$ cat src/rtl/grid_step_scheduler.sv
// grid_step_scheduler: central row/sweep sequencer for the heat-grid column
// engines. Waits for every column to finish memory init, then broadcasts one
// col_start per row update and collects all col_done flags before issuing the
// next row. Tracks the row index, counts completed sweeps and supports
// free-run (run), single-sweep (step) and iteration-limited (max_iters) use.
//
// Optional feature: define GRID_WATCHDOG_EN to add a WAIT_DONE watchdog that
// parks the scheduler in FAULT when the columns stop answering.
module grid_step_scheduler #(
  parameter int NCOLS     = 16,
  parameter int ROW_BITS  = 8,
  parameter int ITER_BITS = 16,
  parameter int WD_CYCLES = 255
) (
  input  logic                 clk,
  input  logic                 reset,
  input  logic [ROW_BITS-1:0]  height,
  input  logic                 run,
  input  logic                 step,
  input  logic [ITER_BITS-1:0] max_iters,
  input  logic                 clear_halt,
  input  logic [NCOLS-1:0]     col_init,
  input  logic [NCOLS-1:0]     col_done,
  output logic                 col_start,
  output logic [ROW_BITS-1:0]  row_idx,
  output logic [ITER_BITS-1:0] iter_count,
  output logic                 sweep_done,
  output logic                 busy,
  output logic                 halted,
  output logic                 fault
);

  typedef enum logic [2:0] {
    S_INIT,
    S_READY,
    S_ISSUE,
    S_ARM,
    S_WAIT_DONE,
    S_ADVANCE,
    S_HALTED
`ifdef GRID_WATCHDOG_EN
    , S_FAULT
`endif
  } state_t;

  // A zero-length watchdog window is meaningless; reject it at elaboration.
  if (WD_CYCLES < 1) begin : g_wd_check
    $error("grid_step_scheduler: WD_CYCLES must be at least 1");
  end

  state_t               state, state_nxt;
  logic [ROW_BITS-1:0]  height_q;   // height frozen for the sweep in progress
  logic                 step_pend;  // single-sweep request still outstanding
  logic                 all_init, all_done, at_top, limit_hit, go;
  logic [ITER_BITS-1:0] iter_inc;

  assign all_init  = &col_init;
  assign all_done  = &col_done;
  assign at_top    = (row_idx == height_q);
  assign iter_inc  = iter_count + ITER_BITS'(1);
  assign limit_hit = (max_iters != '0) && (iter_inc == max_iters);
  assign go        = run || step || step_pend;

`ifdef GRID_WATCHDOG_EN
  localparam int WD_W = $clog2(WD_CYCLES + 1);

  logic [WD_W-1:0] wd_cnt;
  logic            wd_expire;

  // Last WAIT_DONE cycle of the window: the next edge would be WD_CYCLES cycles.
  assign wd_expire = (wd_cnt == WD_W'(WD_CYCLES - 1));

  // Watchdog counter: cleared in ARM so it restarts on every WAIT_DONE entry.
  always_ff @(posedge clk) begin
    if (reset)                     wd_cnt <= '0;
    else if (state == S_ARM)       wd_cnt <= '0;
    else if (state == S_WAIT_DONE) wd_cnt <= wd_cnt + WD_W'(1);
  end

  assign fault = (state == S_FAULT);
`else
  assign fault = 1'b0;
`endif

  // State register.
  always_ff @(posedge clk) begin
    // NOTE: sequential state uses non-blocking assignments so every flop
    // samples pre-edge values regardless of block evaluation order.
    if (reset) state <= S_INIT;
    else       state <= state_nxt;
  end

  // Next-state decode.
  always_comb begin
    // NOTE: default first, so paths that do not assign state_nxt hold the
    // current state instead of inferring a latch.
    state_nxt = state;
    case (state)
      S_INIT:      if (all_init) state_nxt = S_READY;
      S_READY:     if (go) state_nxt = S_ISSUE;
      S_ISSUE:     state_nxt = S_ARM;
      // ARM is a guard cycle that lets the stale done flags from the previous
      // row drop before WAIT_DONE looks at them.
      S_ARM:       state_nxt = S_WAIT_DONE;
      S_WAIT_DONE: begin
        if (all_done) state_nxt = S_ADVANCE;
`ifdef GRID_WATCHDOG_EN
        else if (wd_expire) state_nxt = S_FAULT;
`endif
      end
      // The limit and run checks only act on a row wrap, so sweeps are never
      // truncated mid-way.
      S_ADVANCE: begin
        if (at_top && limit_hit) state_nxt = S_HALTED;
        else if (at_top && !run) state_nxt = S_READY;
        else                     state_nxt = S_ISSUE;
      end
      S_HALTED:    if (clear_halt) state_nxt = S_READY;
`ifdef GRID_WATCHDOG_EN
      S_FAULT:     state_nxt = S_FAULT;
`endif
      default:     state_nxt = S_INIT;
    endcase
  end

  // Row / sweep bookkeeping, step latch and sweep_done pulse.
  always_ff @(posedge clk) begin
    if (reset) begin
      row_idx    <= '0;
      iter_count <= '0;
      sweep_done <= 1'b0;
      step_pend  <= 1'b0;
      height_q   <= '0;
    end else begin
      sweep_done <= 1'b0;
      case (state)
        S_READY: begin
          // height tracks the input while idle and is frozen once a sweep starts.
          height_q <= height;
          if (run)       step_pend <= 1'b0;
          else if (step) step_pend <= 1'b1;
        end
        S_ADVANCE: begin
          if (at_top) begin
            row_idx    <= '0;
            iter_count <= iter_inc;
            sweep_done <= 1'b1;
            step_pend  <= 1'b0;
            height_q   <= height;
          end else begin
            row_idx <= row_idx + ROW_BITS'(1);
          end
        end
        S_HALTED: begin
          if (clear_halt) begin
            iter_count <= '0;
            row_idx    <= '0;
          end
        end
        default: ;
      endcase
    end
  end

  // Start is gated by reset so a reset landing in ISSUE drops it at once.
  assign col_start = (state == S_ISSUE) && !reset;
  assign busy      = (state == S_ISSUE) || (state == S_ARM) || (state == S_WAIT_DONE);
  assign halted    = (state == S_HALTED);

endmodule

$ cat config.mk
export PLATFORM = sky130hd
export DESIGN_NAME = grid_step_scheduler
export DESIGN_NICKNAME = d
export VERILOG_FILES = /design/src/rtl/grid_step_scheduler.sv
export SDC_FILE = /design/constraint.sdc
export NUM_CORES = 1
export LEC_CHECK = 0
export BUFFER_PORTS_ARGS = -buffer_cell sky130_fd_sc_hd__buf_2
export CORE_MARGIN = 8
export CORE_UTILIZATION = 30
export CTS_CLUSTER_DIAMETER = 40
export CTS_CLUSTER_SIZE = 30
export DETAILED_ROUTE_END_ITERATION = 10
export PLACE_DENSITY = 0.48
export SYNTH_ARGS = -nofsm -noshare
export SYNTH_HDL_FRONTEND = slang
export SYNTH_SLANG_ARGS = --single-unit
export TNS_END_PERCENT = 1
$ cat constraint.sdc
create_clock -name clk -period 2.6 [get_ports clk]
set_input_delay 0.39 -clock clk [delete_from_list [all_inputs] [get_ports clk]]
set_output_delay 0.39 -clock clk [all_outputs]
set_load 0.05 [all_outputs]
==> flow_metrics.tcl, run 1 <==
set metrics [dict create \
    clock_skew_ns 0.0132 \
    vias 2630 \
    ys_warn_count 0 \
    netlist.area_leader.share_pct 28.1 \
    floorplan.initialDensity_pct 30.6 \
    wl_per_cell_um 15.9 \
    place.gp.congestion 0.786 \
    cap_viol_max_count 0 \
    syn_nets 381 \
    grt_pass1_vias 2545 \
    place_area_um2 3160 \
    clk_latency_ns 0.30 \
    num_rows 34 \
    grt_max_degree 31 \
    nNetsFinal 467 \
    pin_count 90 \
    post_synth.cell_area_avg_um2 8.30 \
    dp_cells 505 \
    power_frac_clock_pct 48.0 \
    synth.area.top_cells "dfxtp_1 28%, xor2_1 6.3%, xnor2_1 5.0%" \
    p_comb_share_pct 8.7 \
    crit_path_end "state[0]" \
    register_area_um2 742 \
    finalMaxSlewViolations 0 \
    antenna_found_initial 0 \
    crit_path_end_kind "flip-flop" \
    worst_ep_required_time_ns 2.79 \
    p_total_uw 1310 \
    post_cts_buffers 0 \
    startpoint "iter_count[1]" \
    reg2regPathDepth 8 \
    p_per_area_nw_per_um2 395 \
    setup_slack_ns 0.239 \
    clock_path_buffers 2 \
    dp_slack_ns 0.156 \
    path_class "flip-flop to flip-flop" \
    r2r-end "state[0]" \
    rrSetupSlack_ns 0.24 \
    multi_input_area_um2 1770 \
    hold_class "primary input to flip-flop" \
    fin_crit_ns 2.36 \
    die-area_um2 12100 \
    path_max_fanout 6 \
    fmax_ghz 0.423 \
    insertedDiodeCount 0 \
    synthesis.area_um2 2640 \
    dr.pass1.iters 6 \
    post-route-period-util_pct 90.8 \
    wirelength_um 8150 \
    numPortBuffers 88 \
    clock-sinks 37 \
    holdBufCountCts 0 \
    worstHoldStart "height[7]" \
    fp.dieH_um 110 \
    final-setup-viol-count 0 \
    drive_gt1_share_pct 32.1 \
    cts-root-buf "clkbuf_8" \
    area_growth_pct 25.2 \
    postLayoutCellArea_um2 3300 \
    p_seq_share_pct 43.4 \
    synth_cells 318 \
    rsz0062_at_grt "false" \
    viasPerCell 5.13 \
    fill_cells 930 \
    cts-resized-gates 0 \
    cts_tree "done" \
    h-tree-depth 2 \
    drt.antenna.violating_nets 0 \
    hold_viol 0 \
    power_switching_uw 298 \
    grt_pass1_wl_um 13000 \
    crit_path_start_kind "flip-flop" \
    track_usage_pct 13.4 \
    die_x_um 110 \
    status "finished, final reports clean" \
    p_leak_uw 0.00144 \
    core_um2 8640 \
    worstMarginPinSlew_ns 0.608 \
    ys_seq_area_share_pct 28.1 \
    r2r-start "iter_count[1]" \
    drc 0 \
    drtIter0Drc 129 \
    layout.cells.non_filler 513 \
    p_int_uw 1010 \
    grt_remaining_overflow 0 \
    setup_tns_ns 0 \
    ir_worst_vdd_uv 176 \
    slew_headroom_pct 59.5 \
    clk_pin_slew_worst_paths_ns 0.09 \
    swShare_pct 22.8 \
    cp_data_arrival_time_ns 2.55 \
    yosysTopAreaCell "dfxtp_1" \
    ys_ff_latch 37 \
    cts-buffers-inserted 5 \
    hpwl_um 6290 \
    ys_types 62 \
]
-- sequential cells by signal (all words and copies together), names as in the netlist --
register	count
step_pend	1
sweep_done	1
row_idx	8
iter_count	16
height_q	8
state	3
-- metrics by stage --
stage	utilization [%]	hold slack [ns]
4_1_cts	38.2	0.313
3_3_place_gp	36.6	0.464
6_report	38.2	0.320
2_1_floorplan	-	0.452
5_1_grt	38.2	0.316
3_5_place_dp	36.6	0.484
-- cells by family (layout without fill, tap and decap cells) --
kind of cell    after synthesis  after routing  share of synthesized area (%)
other cells                   1              1                          0.142
mux                          12             12                           5.03
fa+ha+maj                     2              2                          0.948
simple gates                147            147                           33.5
buf+inv                      20            107                           5.03
compound gates               65             65                           16.0
flops                        37             37                           28.1
xor+xnor                     34             34                           11.3
-- synthesized netlist by cell type (all sizes together) --
cell type and instances:
a2111oi 1, a211o 1, a21boi 1, a21o 1, a21oi 22, a221oi 1
a22o 2, a22oi 2, a311oi 2, a31oi 4, and2 2, and2b 1
and3 3, and4 1, buf 5, clkbuf 10, conb 1, dfxtp 37
ha 2, inv 5, mux2i 12, nand2 22, nand2b 5, nand3 14
nand3b 1, nand4 16, nand4b 1, nor2 33, nor2b 5, nor3 8
nor3b 3, nor4 12, o21a 3, o21ai 21, o221ai 1, o22ai 2
o31a 1, or2 3, or2b 1, or3 10, or3b 2, or4 4
xnor2 15, xor2 19
-- final cells by class --
class / count / share of cell area, %
sequential: 37 / 22.5
tap: 108 / 4.09
inverter: 5 / 0.568
clock buffer: 5 / 2.08
clock inverter: 3 / 2.08
timing repair buffer: 94 / 15.1
multi-input combinational: 261 / 53.6
-- worst max-delay path, cell delays in order, from the launching register on --
cell and delay (ns):
dfxtp_1 0.43, ha_1 0.29, nand3_1 0.24, nor3_4 0.28, o21a_1 0.18, o221ai_2 0.12
nor4_4 0.32, a31oi_1 0.13, o31a_1 0.25
-- how the worst min path moves through the flow --
stage / depth (start not counted) / slack [ns] / end
final: 3 / 0.32 / height_q[7]
after global routing: 3 / 0.32 / height_q[7]
after floorplan: 2 / 0.45 / step_pend
after global placement: 2 / 0.46 / step_pend
after CTS: 3 / 0.31 / height_q[7]
after detailed placement: 2 / 0.48 / step_pend
-- power by group through the flow --
stage,clock [µW],sequential [µW],combinational (µW)
floorplan,0,579,50.4
global placement,0,579,113
detailed placement,0,579,114
CTS,641,566,114
global route,669,566,124
finish,626,566,113
-- cell usage in the layout, fill, tap and decap left out, drive strengths merged, types with 2 or more instances in the layout --
| master | Yosys | layout |
|---|---|---|
| or3b | 2 | 2 |
| nor2b | 5 | 5 |
| mux2i | 12 | 12 |
| and2 | 2 | 2 |
| xnor2 | 15 | 15 |
| and3 | 3 | 3 |
| nor2 | 33 | 33 |
| nand2 | 22 | 22 |
| a22o | 2 | 2 |
| or2 | 3 | 3 |
| a22oi | 2 | 2 |
| buf | 5 | 94 |
| nor3b | 3 | 3 |
| clkbuf | 10 | 5 |
| xor2 | 19 | 19 |
| nor3 | 8 | 8 |
| nor4 | 12 | 12 |
| o21ai | 21 | 21 |
| bufinv | 0 | 2 |
| a31oi | 4 | 4 |
| a311oi | 2 | 2 |
| or3 | 10 | 10 |
| nand2b | 5 | 5 |
| nand4 | 16 | 16 |
| ha | 2 | 2 |
| o21a | 3 | 3 |
| inv | 5 | 6 |
| o22ai | 2 | 2 |
| a21oi | 22 | 22 |
| or4 | 4 | 4 |
| nand3 | 14 | 14 |
| dfxtp | 37 | 37 |
-- per-layer routing --
metal,vias up,track usage [%],wire length (µm)
li1,1322,-,-
met1,1216,17.6,3830
met2,83,20.9,3480
met5,-,0,0
met3,9,3.63,749
met4,0,4.05,89
Power figures use the tool's default switching activity.
==> run 2: changes to the inputs <==
- ABC_AREA: unset -> 1
- PLACE_DENSITY: 0.48 -> 0.49
==> flow_metrics.tcl, run 2 <==
set metrics [dict create \
    status "finished, final reports clean" \
    die_x_um 107 \
    drive_gt1_share_pct 23.3 \
    die-area_um2 11500 \
    synthesis.area_um2 2510 \
    path_class "flip-flop to flip-flop" \
    final_common_cell "nand2_1" \
    cts-root-buf "clkbuf_8" \
    slowest_delay_ns 0.45 \
    wirelength_um 8360 \
    synthTopCellsByCount "115 x nand2_1, 49 x nor2_1, 48 x inv_1" \
    ys_ff_latch 37 \
    grt_pass1_wl_um 13500 \
    p_leak_uw 0.00147 \
    cts-resized-gates 0 \
    register_area_um2 741 \
    path_max_fanout 7 \
    nNetsFinal 565 \
    post_cts_buffers 0 \
    hpwl_um 6780 \
    fin_crit_ns 2.15 \
    final-setup-viol-count 0 \
    synth_cells 412 \
    clk_pin_slew_worst_paths_ns 0.08 \
    ys_warn_count 0 \
    worst_ep_required_time_ns 2.83 \
    fp.dieH_um 107 \
    ys_types 36 \
    setup_tns_ns 0 \
    ir_worst_vdd_uv 175 \
    ys_async_sr_fraction_pct 0 \
    pin_count 90 \
    fill_cells 920 \
    postLayoutCellArea_um2 3180 \
    clock_skew_ns 0.00940 \
    core_um2 8180 \
    largest-register "iter_count" \
    dr.pass1.iters 4 \
    ys_seq_area_share_pct 29.5 \
    cts-buffers-inserted 5 \
    clock_path_buffers 2 \
    cp_data_arrival_time_ns 2.38 \
    wl_per_cell_um 13.8 \
    rsz0062_at_grt "false" \
    hold_class "primary input to flip-flop" \
    synth_edf_count 0 \
    holdBufCountCts 0 \
    track_usage_pct 14.4 \
    synth_ff_type "dfxtp_1" \
    clk_latency_ns 0.29 \
    netlist.area_leader.share_pct 29.5 \
    yosysTopAreaCell "dfxtp_1" \
    vias 2893 \
    top_regs "iter_count: 16 flops, height_q: 8 flops, row_idx: 8 flops" \
    viasPerCell 4.76 \
    drtIter0Drc 135 \
    numPortBuffers 88 \
    p_per_area_nw_per_um2 370 \
    grt_max_degree 21 \
    post_synth.cell_area_avg_um2 6.09 \
    cts_tree "done" \
    crit_top_cell "nand2_1" \
    crit_path_start_kind "flip-flop" \
    h-tree-depth 2 \
    cap_viol_max_count 0 \
    layout_common_cells "115 x nand2_1, 88 x buf_2, 49 x nor2_1" \
    place_area_um2 3070 \
    post-route-period-util_pct 82.7 \
    drt.antenna.violating_nets 0 \
    place.gp.congestion 0.882 \
    crit_chain "ha_1, nand2_1, nor2_2, nand3_1, nand3b_1, nand2_1, nor2_1, nand2_1, nor2_2, nand3_2, nand2_1, nand2_1, nand2_1, nand2_1, a21oi_1" \
    cp_slowest_cell "dfxtp_1" \
    fmax_ghz 0.465 \
    antenna_found_initial 0 \
    multi_input_area_um2 1540 \
    area_growth_pct 26.7 \
    finalMaxSlewViolations 0 \
    grt_pass1_vias 2833 \
    floorplan.initialDensity_pct 30.7 \
    drc 0 \
    largest_reg_flops 16 \
    clock-sinks 37 \
    insertedDiodeCount 0 \
    grt_remaining_overflow 0 \
    synth.area.top_cells "dfxtp_1 30%, nand2_1 17%, nand3_1 8.6%" \
    crit_path_end_kind "flip-flop" \
    num_rows 33 \
    syn_nets 475 \
    hold_viol 0 \
    yosysMostFrequentCell "nand2_1" \
]
run 2: layout make-up:
| cell class | instances | share of cell area, % |
|---|---|---|
| Multi-Input combinational cell | 316 | 48.4 |
| Sequential cell | 37 | 23.3 |
| Timing Repair Buffer | 91 | 14.6 |
| Inverter | 51 | 6.02 |
| Tap cell | 105 | 4.13 |
| Clock buffer | 5 | 2.17 |
| Clock inverter | 3 | 1.38 |
run 2: metrics by stage:
| stage | worst slack, ns | utilization, % | cells | power (µW) | hold slack [ns] |
|---|---|---|---|---|---|
| after floorplan | 0.363 | - | 412 | 618 | 0.444 |
| after global placement | 0.560 | 37.5 | 600 | 677 | 0.455 |
| after detailed placement | 0.493 | 37.5 | 600 | 677 | 0.458 |
| after CTS | 0.428 | 38.9 | 608 | 1200 | 0.310 |
| after global routing | 0.111 | 38.9 | 608 | 1230 | 0.318 |
| final | 0.450 | 38.9 | 608 | 1180 | 0.319 |
run 2: path summary, 6_finish.rpt:
| check | cells after the start | to | from | slack [ns] |
|---|---|---|---|---|
| max | 15 | state[1] | iter_count[0] | 0.45 |
| max reg2reg | 15 | state[1] | iter_count[0] | 0.45 |
| min reg2reg | 2 | step_pend | step_pend | 0.47 |
| min | 3 | height_q[4] | height[4] | 0.32 |
run 2: routing by layer:
layer | track usage (%) | wire [µm] | up-vias
met5 | 0 | 0 | -
met4 | 3.96 | 95 | 0
met3 | 4.37 | 611 | 10
met2 | 24.2 | 3920 | 78
met1 | 17.3 | 3740 | 1277
li1 | - | - | 1528
run 2: kinds of logic (layout without fill, tap and decap cells):
family          after synthesis  count (layout)  share of synthesized area (%)
simple gates                251             251                           45.1
compound gates               53              53                           12.0
buf+inv                      59             150                           9.13
other cells                   1               1                          0.149
xor+xnor                      9               9                           3.14
flops                        37              37                           29.5
fa+ha+maj                     2               2                          0.997
run 2: power by group:
group / internal, µW / switching [µW] / leakage (µW) / total (µW)
Combinational: 46.5 / 51.4 / 0.00112 / 97.9
Sequential: 566 / 0.00439 / 0.000298 / 566
Clock: 288 / 224 / 0.0000585 / 512
run 2: critical path: cells and delay by family, from the launching register on:
| family | cells | cell delay [ns] |
|---|---|---|
| adder cells (fa/ha/maj) | 1 | 0.24 |
| flip-flops | 1 | 0.45 |
| AO/OA/AOI/OAI | 1 | 0.11 |
| AND/OR/NAND/NOR | 13 | 1.28 |
